[src/rtl/clk_period_meter_if.sv]
// Signal bundle between the period meter and the logic that drives and observes it.
// The slave modport is the meter's view; the master modport belongs to whoever drives S_CLK.
interface clk_period_meter_if #(
    parameter int CNT_W = 16
) ();
    logic             S_CLK;
    logic [CNT_W-1:0] O_PERIOD;
    logic [CNT_W-1:0] O_HIGH;
    logic             O_VALID;
    logic             O_TIMEOUT;

    modport master (
        output S_CLK,
        input  O_PERIOD,
        input  O_HIGH,
        input  O_VALID,
        input  O_TIMEOUT
    );

    modport slave (
        input  S_CLK,
        output O_PERIOD,
        output O_HIGH,
        output O_VALID,
        output O_TIMEOUT
    );
endinterface

[src/rtl/clk_period_meter.sv]
// Measures the period of a slow clock S_CLK in I_CLK cycles.
// S_CLK is synchronised, its rising edges are detected, and the I_CLK cycles between
// consecutive rises are published on O_PERIOD with a one-cycle O_VALID pulse.
// O_TIMEOUT is raised when no rise has been seen for TIMEOUT_CYC cycles.
// Optional feature macro: DUTY_MEASURE_EN adds high-time measurement on O_HIGH;
// without it O_HIGH is tied to zero and the port list is unchanged.
module clk_period_meter #(
    parameter int CNT_W       = 16,
    parameter int SYNC_STAGES = 2,     // must be >= 2
    parameter int TIMEOUT_CYC = 50000  // must fit in CNT_W bits
) (
    input  logic                 I_CLK,
    input  logic                 rst,
    clk_period_meter_if.slave    bus
);

    localparam logic [1:0] ST_IDLE = 2'd0;
    localparam logic [1:0] ST_MEAS = 2'd1;
    localparam logic [1:0] ST_TMO  = 2'd2;

    localparam logic [CNT_W-1:0] CNT_MAX = '1;
    localparam logic [CNT_W-1:0] CNT_ONE = {{(CNT_W-1){1'b0}}, 1'b1};
    localparam logic [CNT_W-1:0] TMO_VAL = CNT_W'(TIMEOUT_CYC);

    logic [SYNC_STAGES-1:0] r_sync;
    logic                   r_s_prev;
    logic [CNT_W-1:0]       r_cnt;
    logic [1:0]             r_state;
    logic [CNT_W-1:0]       r_period;
    logic                   r_valid;
    logic                   r_timeout;

    logic w_s_q;
    logic w_rise;
    logic w_report;

    assign w_s_q    = r_sync[SYNC_STAGES-1];
    assign w_rise   = w_s_q & ~r_s_prev;
    assign w_report = (r_state == ST_MEAS) && w_rise;

    // Synchronise the asynchronous S_CLK and keep its previous value for edge detection.
    always_ff @(posedge I_CLK or posedge rst) begin
        if (rst) begin
            r_sync   <= '0;
            r_s_prev <= 1'b0;
        end else begin
            // NOTE: non-blocking assignments let every flop sample pre-edge values,
            // so the shift chain moves exactly one stage per clock.
            r_sync   <= {r_sync[SYNC_STAGES-2:0], bus.S_CLK};
            r_s_prev <= w_s_q;
        end
    end

    // Cycle counter since the last rise: restarts at 1 on a rise, otherwise saturates upward.
    always_ff @(posedge I_CLK or posedge rst) begin
        if (rst) begin
            r_cnt <= '0;
        end else if (w_rise) begin
            r_cnt <= CNT_ONE;
        end else if (r_cnt != CNT_MAX) begin
            r_cnt <= r_cnt + CNT_ONE;
        end
    end

    // Measurement FSM: arm on the first rise, report on each later rise, flag stalls.
    always_ff @(posedge I_CLK or posedge rst) begin
        if (rst) begin
            r_state   <= ST_IDLE;
            r_period  <= '0;
            r_valid   <= 1'b0;
            r_timeout <= 1'b0;
        end else begin
            r_valid <= 1'b0;
            case (r_state)
                ST_IDLE: begin
                    if (w_rise) begin
                        r_state <= ST_MEAS;
                    end else if (r_cnt == TMO_VAL) begin
                        r_timeout <= 1'b1;
                        r_state   <= ST_TMO;
                    end
                end
                ST_MEAS: begin
                    // A rise landing on the timeout count is a valid period, so it takes priority.
                    if (w_rise) begin
                        r_period <= r_cnt;
                        r_valid  <= 1'b1;
                    end else if (r_cnt == TMO_VAL) begin
                        r_timeout <= 1'b1;
                        r_state   <= ST_TMO;
                    end
                end
                ST_TMO: begin
                    // The first rise after a stall only re-arms; its period is meaningless.
                    if (w_rise) begin
                        r_timeout <= 1'b0;
                        r_state   <= ST_MEAS;
                    end
                end
                default: begin
                    r_state <= ST_IDLE;
                end
            endcase
        end
    end

    assign bus.O_PERIOD  = r_period;
    assign bus.O_VALID   = r_valid;
    assign bus.O_TIMEOUT = r_timeout;

`ifdef DUTY_MEASURE_EN
    logic [CNT_W-1:0] r_hcnt;
    logic [CNT_W-1:0] r_hi_hold;
    logic [CNT_W-1:0] r_high;
    logic             w_fall;

    assign w_fall = ~w_s_q & r_s_prev;

    // High-time counter, captured on the falling edge and published with the next report.
    always_ff @(posedge I_CLK or posedge rst) begin
        if (rst) begin
            r_hcnt    <= '0;
            r_hi_hold <= '0;
            r_high    <= '0;
        end else begin
            if (w_rise) begin
                r_hcnt <= CNT_ONE;
            end else if (w_s_q && (r_hcnt != CNT_MAX)) begin
                r_hcnt <= r_hcnt + CNT_ONE;
            end
            if (w_fall) begin
                r_hi_hold <= r_hcnt;
            end
            if (w_report) begin
                r_high <= r_hi_hold;
            end
        end
    end

    assign bus.O_HIGH = r_high;
`else
    logic w_unused;
    assign w_unused   = w_report;
    assign bus.O_HIGH = '0;
`endif

endmodule

[src/flat_wrapper.sv]
// flat-port wrapper written by rule: the top's interface ports become plain ports
module clk_period_meter_flat 
#(
    parameter int CNT_W       = 16,
    parameter int SYNC_STAGES = 2,                    
    parameter int TIMEOUT_CYC = 50000                           
)
  (I_CLK, rst, bus_S_CLK, bus_O_PERIOD, bus_O_HIGH, bus_O_VALID, bus_O_TIMEOUT);
  clk_period_meter_if #(.CNT_W(CNT_W)) bus_i ();
  input  logic I_CLK;
  input  logic rst;
  input wire logic [$bits(bus_i.S_CLK)-1:0] bus_S_CLK;
  output wire logic [$bits(bus_i.O_PERIOD)-1:0] bus_O_PERIOD;
  output wire logic [$bits(bus_i.O_HIGH)-1:0] bus_O_HIGH;
  output wire logic [$bits(bus_i.O_VALID)-1:0] bus_O_VALID;
  output wire logic [$bits(bus_i.O_TIMEOUT)-1:0] bus_O_TIMEOUT;
  assign bus_i.S_CLK = bus_S_CLK;
  assign bus_O_PERIOD = bus_i.O_PERIOD;
  assign bus_O_HIGH = bus_i.O_HIGH;
  assign bus_O_VALID = bus_i.O_VALID;
  assign bus_O_TIMEOUT = bus_i.O_TIMEOUT;
  clk_period_meter #(.CNT_W(CNT_W), .SYNC_STAGES(SYNC_STAGES), .TIMEOUT_CYC(TIMEOUT_CYC)) u_core (.I_CLK(I_CLK), .rst(rst), .bus(bus_i));
endmodule
[config.mk]
export PLATFORM = sky130hd
export DESIGN_NAME = clk_period_meter_flat
export DESIGN_NICKNAME = d
export VERILOG_FILES = /design/src/rtl/clk_period_meter_if.sv /design/src/rtl/clk_period_meter.sv /design/src/flat_wrapper.sv
export SDC_FILE = /design/constraint.sdc
export NUM_CORES = 1
export LEC_CHECK = 0
export CORE_AREA = 2 2 67 69
export CTS_CLUSTER_SIZE = 12
export DETAILED_ROUTE_END_ITERATION = 12
export DIE_AREA = 0 0 69 71
export PLACE_DENSITY = 0.74
export SLEW_MARGIN = 25
export SYNTH_ARGS = -nofsm -noshare
export SYNTH_HDL_FRONTEND = slang
export SYNTH_SLANG_ARGS = --single-unit
export TNS_END_PERCENT = 5
[constraint.sdc]
create_clock -name I_CLK -period 2.36 [get_ports I_CLK]
set_input_delay 0.236 -clock I_CLK [delete_from_list [all_inputs] [get_ports I_CLK]]
set_output_delay 0.236 -clock I_CLK [all_outputs]
set_load 0.02 [all_outputs]
Word level (Yosys, flattened, before mapping)
Index checks and enable logic that the tools add are counted.
{"block": "word_totals", "output_inout_bits": 34, "register_bits": 39, "elab_cells": 38, "in_bits": 3}
{"block": "classes", "mux": 13, "n_bitwise": 2, "n_reduce_logical": 7, "n_addsub": 1, "eq_ne": 8}
{"cell": "$mux W16", "n": 2}
{"cell": "$add A16 B1 Y16 const B", "n": 1}
{"cell": "$eq A16 B16 Y1 const B", "n": 1}
{"cell": "$ne A16 B16 Y1 const B", "n": 1}
{"cell": "$mux W2", "n": 4}
{"cell": "$pmux W2 S3", "n": 1}
{"cell": "$mux W1", "n": 5}
{"cell": "$ne A2 B1 Y1 const B", "n": 2}
{"cell": "$ne A2 B2 Y1 const B", "n": 2}
{"cell": "$reduce_and A2 Y1", "n": 2}
{"cell": "$reduce_and A4 Y1", "n": 1}
{"cell": "$reduce_bool A2 Y1", "n": 2}
{"cell": "$eq A2 B1 Y1 const B", "n": 1}
{"cell": "$eq A2 B2 Y1 const B", "n": 1}
{"cell": "$logic_not A2 Y1", "n": 1}
{"cell": "$pmux W1 S2", "n": 1}
{"cell": "$reduce_or A2 Y1", "n": 1}
{"cell": "$and A1 B1 Y1", "n": 1}
{"cell": "$not A1 Y1", "n": 1}

Longest topological paths before layout
{"block": "depth", "ltp_word": 4, "depth_mapped": 6, "depth_no_buf": 6}

Worst setup path before layout
No wires, ideal clock.
{"block": "synth_path", "path_type": "reg2reg", "from": "register u_core.r_s_prev", "to": "register u_core.r_period[0] (netlist: u_core.bus.O_PERIOD[0])", "stages_incl_launch_ff": 5, "period_less_slack_ns": 1.723, "setup_ns": 0.125, "arrival_ns": 1.598, "slack_ns": 0.637, "n_path_buf": 1, "required_ns": 2.235, "cell_sequence": "dfrtp_1 -> nand2b_1 -> nor3b_2 -> buf_2 -> mux2_2"}
{"block": "synth_via", "elab_chain_len": 3}
{"item": "start: declaration", "line_no": "clk_period_meter.sv:26", "rtl": "logic r_s_prev;"}
{"item": "start signal: assignment", "line_no": "clk_period_meter.sv:50", "rtl": "r_s_prev <= w_s_q;"}
{"item": "$not A1 Y1", "line_no": "clk_period_meter.sv:38", "rtl": "assign w_rise = w_s_q & ~r_s_prev;"}
{"item": "$and A1 B1 Y1", "line_no": "clk_period_meter.sv:38"}
{"item": "$reduce_and A2 Y1 (no source line)"}
{"item": "end signal: assignment", "line_no": "clk_period_meter.sv:86", "rtl": "r_period <= r_cnt;"}
{"item": "end: declaration", "line_no": "clk_period_meter.sv:29", "rtl": "logic [CNT_W-1:0] r_period;"}
Every way passes these cells.
A chain may end at the register's enable or synchronous reset.

Worst setup path in the final report
{"block": "layout_path", "from": "register u_core.r_cnt[5]", "to": "register u_core.r_cnt[11]"}
{"block": "layout_via", "elab_chain_len": 3, "word_cells_on_any_way": 5, "cone_classes": "add/sub (1); eq/ne (1); mux (2); reduce/logical (1)"}
{"item": "start: declaration", "line_no": "clk_period_meter.sv:27", "rtl": "logic [CNT_W-1:0] r_cnt;"}
{"item": "start signal: assignment", "line_no": "clk_period_meter.sv:61", "rtl": "r_cnt <= r_cnt + CNT_ONE;"}
{"item": "$add A16 B1 Y16", "line_no": "clk_period_meter.sv:61"}
{"item": "$mux W16", "line_no": "clk_period_meter.sv:60", "rtl": "end else if (r_cnt != CNT_MAX) begin"}
{"item": "$mux W16", "line_no": "clk_period_meter.sv:58", "rtl": "end else if (w_rise) begin"}
Several ways; a longest one is shown, not always the timed one. The select of a mux whose other input is x is not followed.

==> results.yml <==
routing:
  drtIter0Drc: 95
  drtPass1Iterations: 4
  wl_per_cell_um: 13.56
  vias_per_cell: 5.221
  drc: 0
  num_vias: 1321
  antenna_left: 0
  wl_mm: 3.430
die:
  io_pins: 37
  start_util: 0.4610
  rows: 24
  die_area_um2: 4899
  die_x_um: 69
  dieHeight_um: 71
  core_area_um2: 4204
clock_network:
  path_clk_slew_ps: 70
  cts_tree: "done"
  ctsLongestPathBuffers: 2
  clock-sinks: 39
  cts_hold_buf: 0
  clock_latency_ps: 290
  root_buffer: "clkbuf_8"
  cts_setup_buffers: 0
  cts-buffers-inserted: 5
  cts_resized: 0
  cts_htree_levels: 2
global_route:
  grt_overflow: 0
  grt_max_degree: 40
  track_usage: 0.1488
  antenna_found_initial: 0
  grt_pass1_wl_mm: 5.733
  grt_pass1_vias: 1220
worst_hold_path:
  hp-class: "flop to flop"
layout:
  num-nets-final: 205
  insertedDiodeCount: 0
  fillers: 381
  layout_commonest_cell: "dfrtp_1"
  layout-drive-gt1-share: 0.1741
  area_growth_pct: 15.24
  layout_common_cells: "dfrtp_1 (39), clkdlybuf4s50_1 (20), mux2_2 (17)"
  stdcell_count: 253
timing:
  fin_crit_ps: 1740
  hold_viol_final: 0
  max_slew_margin: 0.6630
  tns_ps: 0
  setup_violations: 0
  min_period_over_period: 0.7372
  fmax_ghz: 0.5748
  rsz0062_at_grt: "false"
  worst_slew_pin_slew_ps: 501.7
  maxSlewViolCount: 0
  skew_ps: 3.140
synthesis:
  syn_inst: 176
  syn_area_per_cell_um2: 11.01
  synthesis.area_um2: 1938
  ys_seq_elements: 39
  synth_seq_area_share: 0.5036
  async_flop_share: 1.000
  yosys_warnings: 0
  ys.flop_type: "dfrtp_1"
  synth_edf_count: 0
  synth_cell_types: 44
setup_path:
  crit_path_start_kind: "flop"
  crit_family: "simple AND/OR/NAND/NOR gates"
  critPathCaptureType: "flop"
  max_stage_delay_ps: 500
  crit_fanout: 7
  cp_data_arrival_time_ps: 1960
  critPathKind: "flop to flop"
  path_cells: "nand4_2, or2_0, or4_1, a21oi_1"
  required_ps: 2580
  cpMaxStageDelayCell: "or4_1"
  path_buf_inv: 0
pwr:
  max-vdd-ir-drop_mv: 0.3074
  p_per_area_nw_per_um2: 697.1
  leakage_nw: 1.012
place:
  place_inst: 245
  numPortBuffers: 20
  dpl.hpwl_mm: 2.372
  place.gp.congestion: 0.8178
run:
  max_cap_violations: 0
outcome:
  status: "completed"
-- sequential cells by signal, indices dropped and copies added, names as in the netlist --
name	cells
u_core.r_sync	2
u_core.r_s_prev	1
u_core.bus.O_PERIOD	16
u_core.r_state	2
u_core.r_cnt	16
u_core.bus.O_TIMEOUT	1
u_core.bus.O_VALID	1
-- per-layer routing --
| metal | global-route usage | routed length, um | vias up |
|---|---|---|---|
| li1 | - | - | 646 |
| met1 | 0.2052 | 1663 | 644 |
| met2 | 0.2169 | 1617 | 26 |
| met3 | 0.04843 | 123 | 5 |
| met4 | 0.06318 | 27 | 0 |
| met5 | 0 | 0 | - |
-- power by group --
| group | switching [mW] | internal, mW |
|---|---|---|
| Combinational | 0.148 | 0.129 |
| Sequential | 0.0625 | 0.730 |
| Clock | 0.220 | 0.266 |
| Total | 0.431 | 1.13 |
-- cell type report --
type,count,area [um2],share of cell area
Inverter,5,18.77,0.008403
Tap cell,52,65.06,0.02913
Timing Repair Buffer,25,237.7,0.1064
Multi-Input combinational cell,124,835.8,0.3742
Clock buffer,8,100.1,0.04482
Sequential cell,39,975.9,0.4370
-- worst paths after layout --
check | startpoint | endpoint | slack, ps | cells after the start
worst max-delay path | u_core.r_cnt[5] | u_core.r_cnt[11] | 620 | 4
worst min-delay path | u_core.r_sync[0] | u_core.r_sync[1] | 350 | 0
worst max register to register | u_core.r_cnt[5] | u_core.r_cnt[11] | 620 | 4
worst min register to register | u_core.r_sync[0] | u_core.r_sync[1] | 350 | 0
max in group asynchronous | rst | u_core.r_s_prev | 1650 | 3
min in group asynchronous | rst | u_core.r_cnt[6] | 370 | 3
-- stage by stage --
stage | setup WS (ps) | total power [mW] | area [um2] | utilization | hold WS [ps]
after floorplan | 637.2 | 0.9994 | 1994 | - | 267.4
after global placement | 648.6 | 1.080 | 2133 | 0.5074 | 334.6
after detailed placement | 638.4 | 1.087 | 2133 | 0.5074 | 337.3
after CTS | 619.4 | 1.577 | 2233 | 0.5313 | 353.8
after global routing | 391.2 | 1.638 | 2233 | 0.5313 | 375.3
final | 620.2 | 1.557 | 2233 | 0.5313 | 352.3
-- cells by family after synthesis --
| kind of cell | share of synthesized area |
|---|---|
| AOI/OAI and AO/OA | 0.07747 |
| xor gates and xnor gates | 0.004520 |
| adders and majority gates | 0.01291 |
| buffers and inverters | 0.09425 |
| DFF | 0.5036 |
| muxes | 0.1246 |
| other | 0.001935 |
| and+or+nand+nor | 0.1808 |
-- synthesized netlist by cell type, types with 2 or more instances --
library cell / instances / share of area
mux2i_1: 5 / 0.026
nand3_1: 7 / 0.018
nor2_1: 11 / 0.021
nor3_1: 6 / 0.015
nand2b_1: 2 / 0.0065
a31oi_1: 4 / 0.013
a21oi_1: 7 / 0.018
clkbuf_1: 2 / 0.0039
o21ai_0: 3 / 0.0077
mux2_2: 17 / 0.099
nor4_1: 4 / 0.013
buf_4: 18 / 0.070
nand2_1: 13 / 0.025
ha_1: 2 / 0.013
nand4_2: 2 / 0.013
nand4_1: 3 / 0.0097
inv_1: 5 / 0.0097
dfrtp_1: 39 / 0.50
-- worst register-to-register path, stage by stage, from the launching register on --
cell     delay, ps
dfrtp_1        470
nand4_2        190
or2_0          360
or4_1          500
a21oi_1        150
Note: power is estimated with default switching activity, not from simulation.
==> variant (same settings) <==
`CNT_W` is set to 16 in 3 places; all go to 24.
--- a/src/rtl/clk_period_meter_if.sv
+++ b/src/rtl/clk_period_meter_if.sv
@@ -2,5 +2,5 @@
 // The slave modport is the meter's view; the master modport belongs to whoever drives S_CLK.
 interface clk_period_meter_if #(
-    parameter int CNT_W = 16
+    parameter int CNT_W = 24
 ) ();
     logic             S_CLK;
--- a/src/rtl/clk_period_meter.sv
+++ b/src/rtl/clk_period_meter.sv
@@ -6,5 +6,5 @@
 // without it O_HIGH is tied to zero and the port list is unchanged.
 module clk_period_meter #(
-    parameter int CNT_W       = 16,
+    parameter int CNT_W       = 24,
     parameter int SYNC_STAGES = 2,     // must be >= 2
     parameter int TIMEOUT_CYC = 50000  // must fit in CNT_W bits
--- a/src/flat_wrapper.sv
+++ b/src/flat_wrapper.sv
@@ -2,5 +2,5 @@
 module clk_period_meter_flat 
 #(
-    parameter int CNT_W       = 16,
+    parameter int CNT_W       = 24,
     parameter int SYNC_STAGES = 2,                    
     parameter int TIMEOUT_CYC = 50000                           
Interface: changed (resized bus_O_HIGH and bus_O_PERIOD); port bits go from 37 to 53. No check against the original RTL was run, so the function may have changed too.
==> variant against the unedited design <==
  * Non-clock buffer count up 10
  * Cell area rose by 37%
  * Sequential power grew 35%
  * Routed wire length rose by 43%
  * Sequential cell count rose by 16
  * Area after synthesis is 38% higher
  * Combinational power increased by 14%
  * Power up 22%
  * Worst setup slack got worse by 0.33 ns
  * Clock skew grew 0.0026 ns
  * Critical path type unchanged
==> variant: results (changes against the unedited design) <==
Parameter                              Value

Global routing
  Total global routing track utilization ... 0.213 (+0.0638)
  Global-route wire length before repair ... 8440 um (+47%)
  Via count of the first global-routing pass ... 1765 (+45%)
  Maximum number of pins on one net before global-route repair ... 33 (-18%)
  Initial antenna violation count ... 0 (unchanged)

Critical path
  Reg-to-reg critical path startpoint ... u_core.r_cnt[8]$_DFFE_PP0P_
  Endpoint of the worst register-to-register path ... u_core.r_cnt[23]$_DFFE_PP0P_
  Worst reg-to-reg setup slack ... 0.29 ns (-0.33 ns)
  Critical path type ... flop to flop
  Crit path largest cell delay ... 0.58 ns (+0.08 ns)
  R2r worst-path depth ... 5 (+1)
  Highest-delay cell along the critical path ... or4b_4
  Maximum fanout along the worst path ... 7 (unchanged)

Yosys
  Number of distinct library cells after synthesis ... 42 (-4.5%)
  Area contributors post-synth ... dfrtp_1 (51%), mux2_2 (10%), buf_4 (6.7%), xnor2_1 (4.9%), nor2_1 (3.2%)
  Async SR Flop Fraction ... 1.00 (unchanged)
  Sequential area share after synthesis ... 0.513 (+0.00927)
  Commonest cells in the netlist ... dfrtp_1 (55), mux2_2 (25), buf_4 (24)
  Number of warnings printed during yosys synthesis ... 0 (unchanged)

Power
  Standby leakage power ... 1.36 nW (+35%)
  Peak supply drop ... 0.000526 V (+71%)

Layout
  Layout cells sized above 1 ... 0.167 (-0.00686)
  Number of inserted diodes ... 0 (unchanged)
  Register cell area after layout ... 1380 sq um (+41%)
  Multi-input combinational cell area ... 1160 sq um (+39%)
  Layout net count ... 279 (+36%)
  Area share of buffers outside the clock network ... 0.113 (+0.00676)
  Number of fill cells ... 310 (-19%)
  Non-CTS inverters ... 4 (-1)
  Non-clock buffer total of the final layout ... 35 (+40%)
  Number of multi-input logic gates ... 173 (+40%)
  Final-layout clock-cell area share ... 0.0291 (-0.0157)

Routing
  Length of the first detailed-routing pass in iterations ... 4 (unchanged)
  Routed via count divided by cell count ... 5.51 (+5.5%)
  Starting DRT DRC Count ... 134 (+41%)
  Wire per inst ... 15.0 um (+11%)
  DRC errors left ... 0 (unchanged)

Clocking
  TritonCTS buffer count ... 5 (unchanged)
  Cell at the root of the clock tree ... clkbuf_8
  Clock-pin slew on the worst setup and hold paths ... 0.10 ns (+0.03 ns)
  CTS max path bufs ... 2 (unchanged)
  Max H-tree Level ... 2 (unchanged)
  Quantity of gates resized following cts ... 0 (unchanged)
  Num Clock Sinks ... 55 (+41%)
  Source-to-sink clock delay at the later pin of the worst-skew pair ... 0.31 ns (+0.02 ns)
  Postcts setup bufs ... 0 (unchanged)

Place
  Number of input and output port buffers inserted ... 28 (+40%)
  Hpwl dp ... 3570 um (+51%)
  Placer congestion estimate ... 0.836 (+2.2%)

Hold path
  Classification of the worst-slack hold path ... input pin to asynchronous set/reset pin

Timing
  Clock skew ... 0.00573 ns (+0.00259 ns)
  Max transition margin ... 0.660 (-0.00290)

Outcome
  Run status ... completed
==> variant: cells by family (layout without fill, tap and decap cells) <==
| kind of cell | Yosys count | count (layout) | synth area share |
|---|---|---|---|
| AND/OR/NAND/NOR | 78 | 78 | 0.161 |
| flip-flops | 55 | 55 | 0.513 |
| XOR/XNOR | 18 | 18 | 0.0587 |
| buffers and inverters | 39 | 47 | 0.0895 |
| adder cells (fa/ha/maj) | 2 | 2 | 0.00932 |
| other | 1 | 24 | 0.00140 |
| multiplexers | 25 | 25 | 0.105 |
| AO/OA/AOI/OAI | 26 | 26 | 0.0625 |
==> variant: routing by layer <==
| layer | GRT usage | vias up | routed length [um] |
|---|---|---|---|
| li1 | - | 856 | - |
| met1 | 0.298 | 876 | 2290 |
| met2 | 0.346 | 64 | 2320 |
| met3 | 0.0442 | 5 | 260 |
| met4 | 0.0501 | 0 | 46 |
| met5 | 0 | - | 0 |
==> variant: power by group <==
group / switching [W] / total, W / internal [W]
Sequential: 0.0000652 / 0.00107 / 0.00100
Combinational: 0.000175 / 0.000316 / 0.000141
Clock: 0.000304 / 0.000511 / 0.000207
Total: 0.000544 / 0.00190 / 0.00135
==> variant: stage by stage <==
stage	power, W	instance area [sq um]	hold WS (ns)	setup WS (ns)	std cells
4_1_cts	0.00192	3050	0.285	0.300	327
2_1_floorplan	0.00132	2770	0.267	0.470	267
3_3_place_gp	0.00140	2960	0.344	0.407	319
3_5_place_dp	0.00141	2960	0.338	0.327	319
6_report	0.00190	3050	0.266	0.293	327
5_1_grt	0.00199	3050	0.334	0.164	327
==> variant: worst max-delay path, delay by kind of cell, from the launching register on <==
family / cells / cell delay (ns)
simple gates: 3 / 1.06
flops: 1 / 0.51
compound gates: 2 / 0.42
